## src/rtl/pipe_pkg.sv

```systemverilog
// Shared defaults and the stage record type for the pipe_stage_chain slice.
package pipe_pkg;

  localparam int PIPE_DATA_W = 32;
  localparam int PIPE_STAGES = 5;
  localparam int PIPE_CNT_W  = 32;

  typedef struct packed {
    logic                   valid;
    logic [PIPE_DATA_W-1:0] data;
  } stage_t;

endpackage

```

## src/rtl/pipe_stage_slot.sv

```systemverilog
// One pipeline stage: a valid bit plus a payload register that only moves on load.
module pipe_stage_slot
  import pipe_pkg::*;
#(
  parameter int DATA_W = PIPE_DATA_W
) (
  input  logic              clk,
  input  logic              reset,
  input  logic              load,
  input  logic              bubble,
  input  logic              clear,
  input  logic              d_valid,
  input  logic [DATA_W-1:0] d,
  output logic              q_valid,
  output logic [DATA_W-1:0] q_data
);

  logic              valid_q, valid_d;
  logic [DATA_W-1:0] data_q, data_d;

  // Clear only kills the valid bit; the payload keeps whatever the advance gave it.
  always_comb begin
    valid_d = valid_q;
    data_d  = data_q;
    if (load) begin
      valid_d = d_valid;
      data_d  = d;
    end else if (bubble) begin
      valid_d = 1'b0;
    end
    if (clear) begin
      valid_d = 1'b0;
    end
  end

  always_ff @(posedge clk) begin
    if (reset) begin
      valid_q <= 1'b0;
      data_q  <= '0;
    end else begin
      valid_q <= valid_d;
      data_q  <= data_d;
    end
  end

  assign q_valid = valid_q;
  assign q_data  = data_q;

endmodule

```

## src/rtl/pipe_stage_chain.sv

```systemverilog
// Chain of STAGES stage slots with per-stage freeze, youngest-first flush,
// occupancy popcount and a wrapping retired-item counter.
module pipe_stage_chain
  import pipe_pkg::*;
#(
  parameter int DATA_W = PIPE_DATA_W,
  parameter int STAGES = PIPE_STAGES,
  parameter int CNT_W  = PIPE_CNT_W
) (
  input  logic                       clk,
  input  logic                       reset,
  input  logic                       in_valid,
  input  logic [DATA_W-1:0]          in_data,
  output logic                       in_ready,
  input  logic [STAGES-1:0]          freeze,
  input  logic                       flush,
  input  logic [$clog2(STAGES+1)-1:0] flush_depth,
  output logic                       out_valid,
  output logic [DATA_W-1:0]          out_data,
  output logic [$clog2(STAGES+1)-1:0] occupancy,
  output logic [CNT_W-1:0]           retired_cnt
);

  localparam int DEPTH_W = $clog2(STAGES + 1);

  if (STAGES < 2) begin : gBadStages
    $error("pipe_stage_chain: STAGES must be at least 2");
  end

  logic [STAGES-1:0] hold;
  logic [STAGES-1:0] stageLoad;
  logic [STAGES-1:0] stageBubble;
  logic [STAGES-1:0] stageClear;
  logic [STAGES-1:0] srcValid;
  logic [STAGES-1:0] qValid;
  logic [DATA_W-1:0] srcData [STAGES];
  logic [DATA_W-1:0] qData   [STAGES];
  logic [DEPTH_W-1:0] occ;
  logic [CNT_W-1:0]   retiredCnt_q, retiredCnt_d;
  logic               retire;

  // A frozen stage also holds every stage feeding it, so hold is a suffix-OR of freeze.
  always_comb begin
    hold = '0;
    hold[STAGES-1] = freeze[STAGES-1];
    for (int i = STAGES - 2; i >= 0; i--) begin
      hold[i] = hold[i+1] | freeze[i];
    end
  end

  for (genvar i = 0; i < STAGES; i++) begin : gStage
    if (i == 0) begin : gHead
      assign srcValid[i]    = in_valid;
      assign srcData[i]     = in_data;
      assign stageLoad[i]   = ~hold[i];
      assign stageBubble[i] = 1'b0;
    end else begin : gBody
      assign srcValid[i]    = qValid[i-1];
      assign srcData[i]     = qData[i-1];
      assign stageLoad[i]   = ~hold[i] & ~hold[i-1];
      assign stageBubble[i] = ~hold[i] & hold[i-1];
    end

    assign stageClear[i] = flush && (int'(flush_depth) > i);

    pipe_stage_slot #(
      .DATA_W(DATA_W)
    ) uSlot (
      .clk     (clk),
      .reset   (reset),
      .load    (stageLoad[i]),
      .bubble  (stageBubble[i]),
      .clear   (stageClear[i]),
      .d_valid (srcValid[i]),
      .d       (srcData[i]),
      .q_valid (qValid[i]),
      .q_data  (qData[i])
    );
  end

  always_comb begin
    occ = '0;
    for (int i = 0; i < STAGES; i++) begin
      occ = occ + DEPTH_W'(qValid[i]);
    end
  end

  // An item leaving the last stage counts even if a flush clears that stage on the same edge.
  assign retire = qValid[STAGES-1] & ~freeze[STAGES-1];

  always_comb begin
    retiredCnt_d = retiredCnt_q;
    if (retire) begin
      retiredCnt_d = retiredCnt_q + CNT_W'(1);
    end
  end

  always_ff @(posedge clk) begin
    if (reset) begin
      retiredCnt_q <= '0;
    end else begin
      retiredCnt_q <= retiredCnt_d;
    end
  end

  assign in_ready    = ~hold[0];
  assign out_valid   = qValid[STAGES-1];
  assign out_data    = qData[STAGES-1];
  assign occupancy   = occ;
  assign retired_cnt = retiredCnt_q;

endmodule

```

## config.mk

```make
export PLATFORM = sky130hd
export DESIGN_NAME = pipe_stage_chain
export DESIGN_NICKNAME = d
export VERILOG_FILES = /design/src/rtl/pipe_pkg.sv /design/src/rtl/pipe_stage_slot.sv /design/src/rtl/pipe_stage_chain.sv
export SDC_FILE = /design/constraint.sdc
export NUM_CORES = 1
export LEC_CHECK = 0
export ABC_AREA = 1
export BUFFER_PORTS_ARGS = -buffer_cell sky130_fd_sc_hd__buf_2
export CELL_PAD_IN_SITES_DETAIL_PLACEMENT = 0
export CELL_PAD_IN_SITES_GLOBAL_PLACEMENT = 1
export CORE_UTILIZATION = 44
export CTS_CLUSTER_SIZE = 12
export DETAILED_ROUTE_END_ITERATION = 8
export MAX_ROUTING_LAYER = met4
export PLACE_DENSITY_LB_ADDON = 0.1
export REMOVE_ABC_BUFFERS = 1
export SLEW_MARGIN = 20
export SYNTH_ARGS = -nofsm -noshare
export SYNTH_HDL_FRONTEND = slang
export SYNTH_SLANG_ARGS = --single-unit
```

## constraint.sdc

```tcl
create_clock -name clk -period 3.6 [get_ports clk]
set_clock_uncertainty 0.1 [all_clocks]
set_input_delay 0.18 -clock clk [delete_from_list [all_inputs] [get_ports clk]]
set_output_delay 0.18 -clock clk [all_outputs]
set_load 0.005 [all_outputs]
```

==> flow_metrics.env, run 1 <==
export IMPL_nets=1188
export IMPL_worstSkewPairLatency_ns=0.42
export IMPL_netlist_area_sq_um=7590
export IMPL_drc=0
export IMPL_post_route_period_util=0.688
export IMPL_maxSlewHeadroom=0.546
export IMPL_postLayoutCellArea_sq_um=9250
export IMPL_clock_sinks=197
export IMPL_busiest_layer="met2"
export IMPL_grt_antenna_before_repair=0
export IMPL_worstPathCellList="inv_1 > fa_1 > inv_1 > fa_1 > ha_1 > buf_2"
export IMPL_drt_total_wl_um=18400
export IMPL_report_final_slew_viol_count=0
export IMPL_drive_above_1_share=0.141
export IMPL_yosys_warnings=0
export IMPL_final_hold_viol_count=0
export IMPL_cts_tree="built"
export IMPL_cts_root_buf="clkbuf_16"
export IMPL_async_reset_ff_frac=0
export IMPL_yosysTopAreaCell="dfxtp_1"
export IMPL_cpPeakStageDelay_ns=0.53
export IMPL_p_clk_frac=0.454
export IMPL_syn_inst=1018
export IMPL_tns_ns=0
export IMPL_ys_top_cells_by_area="dfxtp_1, nor2_1, o21ai_0, nand2_1, nand3_1"
export IMPL_place_ws_ns=1.35
export IMPL_p_total_mw=4.59
export IMPL_end_kind="output port"
export IMPL_startpoint_type="flip-flop"
export IMPL_netlist_area_leader_share=0.519
export IMPL_ys_seq_area_frac=0.519
export IMPL_dr_pass1_iters=5
export IMPL_hpwl_um=10700
export IMPL_postCtsSetupRepairBufs=0
export IMPL_viasPerCell=4.87
export IMPL_crit_type="reg -> out"
export IMPL_grt_max_degree=90
export IMPL_p_per_area_nw_per_um2=496
export IMPL_drv_cap=0
export IMPL_via_count=6682
export IMPL_clkTransAtPathRegs_ns=0.07
export IMPL_die_area_sq_um=17800
export IMPL_ys_seq_elements=197
export IMPL_grt_overflow=0
export IMPL_fmax_mhz=404
export IMPL_use_met2=0.387
export IMPL_finalCriticalPeriod_ns=2.48
export IMPL_io_pins=113
export IMPL_ctsLongestPathBuffers=2
export IMPL_dpl_instance_area_sq_um=8220
export IMPL_hold_class="in -> reg"
export IMPL_crit_fanout=3
export IMPL_start_util=0.455
export IMPL_internal_power_mw=3.59
export IMPL_avgRoutedWirePerCell_um=13.4
export IMPL_combPwrFrac=0.054
export IMPL_seqCellArea_sq_um=3940
export IMPL_core_area_sq_um=16700
export IMPL_grt_pass1_vias=6535
export IMPL_grt_use_met3=0.0335
export IMPL_peakVddDrop_mv=0.355
export IMPL_p_sw_mw=1.00
export IMPL_die_height_um=133
export IMPL_n_fill_cell=1693
export IMPL_synth_enable_flop_cells=0
export IMPL_h_tree_depth=4
export IMPL_grt_use_met1=0.265
export IMPL_grt_pass1_wl_um=30900
export IMPL_cp_slowest_cell="fa_1"
export IMPL_diodes=0
export IMPL_syn_area_per_cell_sq_um=7.46
export IMPL_p_sw_frac=0.219
export IMPL_multi_input_area_sq_um=3130
export IMPL_drt_antenna_violating_nets=0
export IMPL_syn_to_final_growth_pct=21.8
export IMPL_pwr_share_seq=0.492
export IMPL_power_leakage_nw=4.22
export IMPL_fp_dieW_um=133
export IMPL_grt_setup_unrepaired="false"
export IMPL_crit_required_ns=3.32
export IMPL_rows=47
export IMPL_crit_buf_inv=3
export IMPL_cp_data_arrival_time_ns=2.20
export IMPL_port_buffers=112
export IMPL_critPathTopFamily="adder cells"
export IMPL_timing_final_ws_setup_ns=1.12
export IMPL_drt_iter0_drc=399
export IMPL_gp_congestion=0.811
export IMPL_synthFlopType="dfxtp_1"
export IMPL_tightest_slew_ns=0.676
export IMPL_finalSetupViolCount=0
export IMPL_cts_buffers=17
export IMPL_outcome="finished clean"
export IMPL_track_usage=0.224
export IMPL_synth_distinct_cells=32
## power by group through the flow
stage | registers (mW) | logic (mW) | clock network, mW
after CTS | 2.26 | 0.251 | 2.13
final | 2.26 | 0.248 | 2.09
after floorplan | 2.31 | 0.110 | 0
after detailed placement | 2.31 | 0.219 | 0
after global placement | 2.31 | 0.217 | 0
after global routing | 2.26 | 0.279 | 2.23
## path summary, 6_finish.rpt
| path | start | to | slack, ns | depth (start not counted) |
|---|---|---|---|---|
| setup / recovery | gStage[0].uSlot.q_valid$_SDFFE_PP0P_ | occupancy[1] | 1.12 | 6 |
| hold / removal | flush | gStage[4].uSlot.q_valid$_SDFFE_PP0P_ | 0.04 | 4 |
| setup reg to reg | retired_cnt[1]$_SDFFE_PP0P_ | retired_cnt[22]$_SDFFE_PP0P_ | 1.79 | 9 |
| hold reg to reg | gStage[2].uSlot.q_data[31]$_SDFFE_PP0P_ | gStage[3].uSlot.q_data[31]$_SDFFE_PP0P_ | 0.35 | 2 |
## state kept, by name, summed over array words and instances, names as in the netlist
| signal | flops |
|---|---|
| gStage.uSlot.q_valid | 5 |
| retired_cnt | 32 |
| gStage.uSlot.q_data | 160 |
## cell usage in the layout, fill, tap and decap left out, drive strengths merged, types with 2 or more instances in the layout
cell type	instances
nor3	7
nand2	107
a21oi	48
ha	2
inv	62
o21ai	143
clkbuf	20
dlygate4sd3	39
o21a	2
fa	2
nor2	321
clkinvlp	3
nand4	7
xnor2	2
dfxtp	197
nand3	55
and2	2
bufinv	5
buf	121
## routing by layer
layer / routed length, um / part of all wire / vias up
met1: 8690 / 0.47 / 3048
met3: 517 / 0.028 / 18
li1: - / - / 3503
met2: 8880 / 0.48 / 113
met5: 0 / 0 / -
met4: 306 / 0.017 / 0
## cell families after synthesis
kind of cell    count (synthesis)  synth area share
xor+xnor                        3           0.00346
compound gates                197             0.132
flops                         197             0.519
fa+ha+maj                       4           0.00857
simple gates                  500             0.269
buf+inv                       117            0.0685
## cell type report
class	count	area share
multi-input cells	704	0.338
well taps	220	0.0297
clock buffers	20	0.0483
repair buffers	160	0.111
inverters	60	0.0246
clock inverters	11	0.0215
flip-flops and latches	197	0.426
## Yosys cell counts, types with 3 or more instances
master / count
o21ai_0: 130
o21ai_1: 13
nand3_1: 55
nand2_1: 105
a21oi_1: 48
nor2_1: 313
clkbuf_1: 34
inv_1: 58
nor3_1: 7
buf_2: 8
nand4_1: 7
nor2_2: 4
nor2_4: 3
buf_1: 5
dfxtp_1: 197
buf_6: 9
## worst register-to-register path, cell delays in order, from the launching register on
cell	delay [ns]
dfxtp_1	0.40
ha_1	0.19
nand3_1	0.14
nor2_4	0.16
nand2_1	0.14
nor2_1	0.29
nand2_1	0.12
nand2_1	0.08
nand2_1	0.04
nor2_1	0.09
## timing repair
action / 4_1_cts / 5_1_grt
hold endpoints to repair: 36 / 0
gates resized for setup: 0 / 0
hold buffers: 39 / 0
## stage by stage
stage                     hold slack, ns  utilization  instances
final                             0.0402        0.554       1372
after CTS                         0.0218        0.554       1372
after floorplan                    0.149            -        961
after global placement             0.278        0.492       1302
after detailed placement           0.286        0.492       1302
after global routing              0.0768        0.554       1372
Note: power is estimated with default switching activity, not from simulation.
==> run 2: changes to the inputs <==
Settings changed: ABC_AREA 1 to 0, CORE_UTILIZATION 44 to 41.
Clock period 3.6 ns to 2.3 ns, I/O delays scaled along.
==> run 2 against run 1 <==
Net effect: largest cell class unchanged; count of clock-buffer cells in the layout is 3 higher; hold slack worse by 0.015 ns; worst setup slack worse by 1.1 ns; flip-flop and latch count stayed put; the run now ends with negative setup slack left.
==> flow_metrics.env, run 2 <==
export IMPL_tns_ns=-0.000761
export IMPL_syn_inst=909
export IMPL_track_usage=0.205
export IMPL_worstRegToRegCells=4
export IMPL_synth_enable_flop_cells=0
export IMPL_crit_fanout=2
export IMPL_ys_seq_elements=197
export IMPL_ys_top_cells_by_area="dfxtp_1, nand2_1, a21oi_1, clkbuf_1, or4_1"
export IMPL_tightest_slew_ns=0.567
export IMPL_combPwrFrac=0.038
export IMPL_final_hold_viol_count=0
export IMPL_place_ws_ns=0.292
export IMPL_pwr_share_seq=0.505
export IMPL_die_height_um=135
export IMPL_via_count=6269
export IMPL_drt_iter0_drc=290
export IMPL_syn_to_final_growth_pct=25.0
export IMPL_cp_data_arrival_time_ns=2.09
export IMPL_critPathLaunch="gStage[3].uSlot.q_valid$_SDFFE_PP0P_"
export IMPL_rows=48
export IMPL_final_common_cell="nand2_1"
export IMPL_syn_area_per_cell_sq_um=8.03
export IMPL_dr_pass1_iters=4
export IMPL_grt_max_degree=66
export IMPL_synth_common_cells="nand2_1, dfxtp_1, a21oi_1"
export IMPL_cts_tree="built"
export IMPL_r2r_setup_slack_ns=0.28
export IMPL_layout_cells_non_filler=1267
export IMPL_avgRoutedWirePerCell_um=13.9
export IMPL_gp_congestion=0.822
export IMPL_endpoint="occupancy[1]"
export IMPL_wl_met2_um=8260
export IMPL_crit_type="reg -> out"
export IMPL_p_per_area_nw_per_um2=742
export IMPL_grt_overflow=0
export IMPL_fmax_mhz=435
export IMPL_post_route_period_util=1.00
export IMPL_async_reset_ff_frac=0
export IMPL_synth_distinct_cells=37
export IMPL_internal_power_mw=5.37
export IMPL_start_util=0.420
export IMPL_cts_root_buf="clkbuf_16"
export IMPL_drv_cap=0
export IMPL_diodes=0
export IMPL_report_final_slew_viol_count=0
export IMPL_startpoint_type="flip-flop"
export IMPL_reg2reg_to="retired_cnt[17]$_SDFFE_PP0P_"
export IMPL_finalCriticalPeriod_ns=2.30
export IMPL_ys_seq_area_frac=0.541
export IMPL_nets=1079
export IMPL_synthFlopType="dfxtp_1"
export IMPL_top_layer="met4"
export IMPL_power_leakage_nw=3.29
export IMPL_p_sw_frac=0.207
export IMPL_core_area_sq_um=17400
export IMPL_p_sw_mw=1.40
export IMPL_timing_final_ws_setup_ns=-0.000761
export IMPL_p_clk_frac=0.457
export IMPL_final_cell_mix="nand2_1, dfxtp_1, a21oi_1, buf_2, dlygate4sd3_1"
export IMPL_yosysMostFrequentCell="nand2_1"
export IMPL_netlist_area_leader_share=0.541
export IMPL_crit_required_ns=2.09
export IMPL_finalSetupViolCount=1
export IMPL_ctsLongestPathBuffers=2
export IMPL_clock_sinks=197
export IMPL_port_buffers=112
export IMPL_drive_above_1_share=0.167
export IMPL_violations="negative setup slack"
export IMPL_m1WireLength_um=8680
export IMPL_largest_register_ffs=160
export IMPL_peakVddDrop_mv=0.541
export IMPL_p_total_mw=6.77
export IMPL_hpwl_um=10600
export IMPL_yosys_warnings=0
export IMPL_outcome="finished, violations left"
export IMPL_worstSkewPairLatency_ns=0.42
export IMPL_grt_antenna_before_repair=0
export IMPL_dp_cells=1196
export IMPL_wl_met3_um=566
export IMPL_r2r_start="retired_cnt[10]$_SDFFE_PP0P_"
export IMPL_h_tree_depth=4
export IMPL_fp_dieW_um=135
export IMPL_maxSlewHeadroom=0.622
export IMPL_drt_antenna_violating_nets=0
export IMPL_grt_pass1_vias=5677
export IMPL_netlist_area_sq_um=7300
export IMPL_drt_total_wl_um=17600
export IMPL_grt_pass1_wl_um=28800
export IMPL_drc=0
export IMPL_postCtsSetupRepairBufs=0
export IMPL_grt_setup_unrepaired="true"
export IMPL_io_pins=113
export IMPL_hold_class="in -> reg"
export IMPL_yosysTopAreaCell="dfxtp_1"
export IMPL_clkTransAtPathRegs_ns=0.07
export IMPL_cts_buffers=17
export IMPL_viasPerCell=4.95
export IMPL_die_area_sq_um=18300
export IMPL_end_kind="output port"
-- run 2: changes by cell type in the layout (fill, tap and decap cells not counted), sizes merged, moves of 7 or more --
cell	delta
xor2	+7
or4	+19
o21ai	-140
nor2	-306
buf	+9
inv	-53
nand2	+226
a21oi	+136
o31ai	+18
nand3	-46
-- run 2: worst min path at each step --
| stage | startpoint | endpoint | cells after the start |
|---|---|---|---|
| floorplan | reset | gStage[0].uSlot.q_data[0]$_SDFFE_PP0P_ | 1 |
| global placement | flush_depth[1] | gStage[1].uSlot.q_valid$_SDFFE_PP0P_ | 2 |
| detailed placement | flush_depth[1] | gStage[1].uSlot.q_valid$_SDFFE_PP0P_ | 2 |
| CTS | reset | retired_cnt[2]$_SDFFE_PP0P_ | 2 |
| global route | reset | gStage[0].uSlot.q_data[26]$_SDFFE_PP0P_ | 2 |
| finish | reset | gStage[0].uSlot.q_data[26]$_SDFFE_PP0P_ | 2 |
-- run 2: per-stage QoR --
step	cell area (sq um)	utilization	hold slack, ns
after global routing	9120	0.525	0.0394
final	9120	0.525	0.0248
after detailed placement	8060	0.465	0.244
after CTS	9110	0.525	0.0332
after global placement	8060	0.465	0.241
after floorplan	7000	-	0.0841
-- run 2: kinds of logic (layout without fill, tap and decap cells) --
| group | Yosys count | count (layout) | share of synthesized area |
|---|---|---|---|
| AND/OR/NAND/NOR | 410 | 410 | 0.239 |
| AO/OA/AOI/OAI | 210 | 210 | 0.153 |
| flip-flops | 197 | 197 | 0.541 |
| buffers and inverters | 77 | 210 | 0.0446 |
| XOR/XNOR | 10 | 10 | 0.0120 |
| adder cells (fa/ha/maj) | 4 | 4 | 0.00892 |
| multiplexers | 1 | 1 | 0.00137 |
-- run 2: final cells by class --
cell class                      count  area [sq um]
Tap cell                          225           282
Multi-Input combinational cell    635          3070
Clock inverter                      7           119
Clock buffer                       23           498
Timing Repair Buffer              171          1170
Inverter                            9          35.0
Sequential cell                   197          3950
Fill cell                        1730          8240
-- run 2: what timing repair did --
action,in CTS,in global routing
pin swaps,1,0
hold buffers,41,0
gates cloned,0,0
gates resized for setup,6,2
setup endpoints to repair,1,3
endpoints found under the hold margin,37,0
-- run 2: power by group through the flow --
stage                     logic (mW)  registers (mW)  clock network (mW)
final                          0.258            3.42                3.09
after global routing           0.282            3.42                3.30
after CTS                      0.262            3.42                3.17
after detailed placement       0.214            3.50                   0
after global placement         0.215            3.50                   0
after floorplan               0.0491            3.50                   0
-- run 2: critical path, cell delays in order, from the launching register on --
cell     delay (ns)
dfxtp_2        0.34
inv_2          0.05
fa_1           0.55
inv_2          0.04
fa_2           0.35
ha_4           0.27
buf_6          0.08
-- run 2: routing by layer --
metal,global-route usage,vias to the layer above
met5,-,-
li1,-,3258
met4,0.0431,0
met2,0.333,84
met1,0.265,2919
met3,0.0404,8
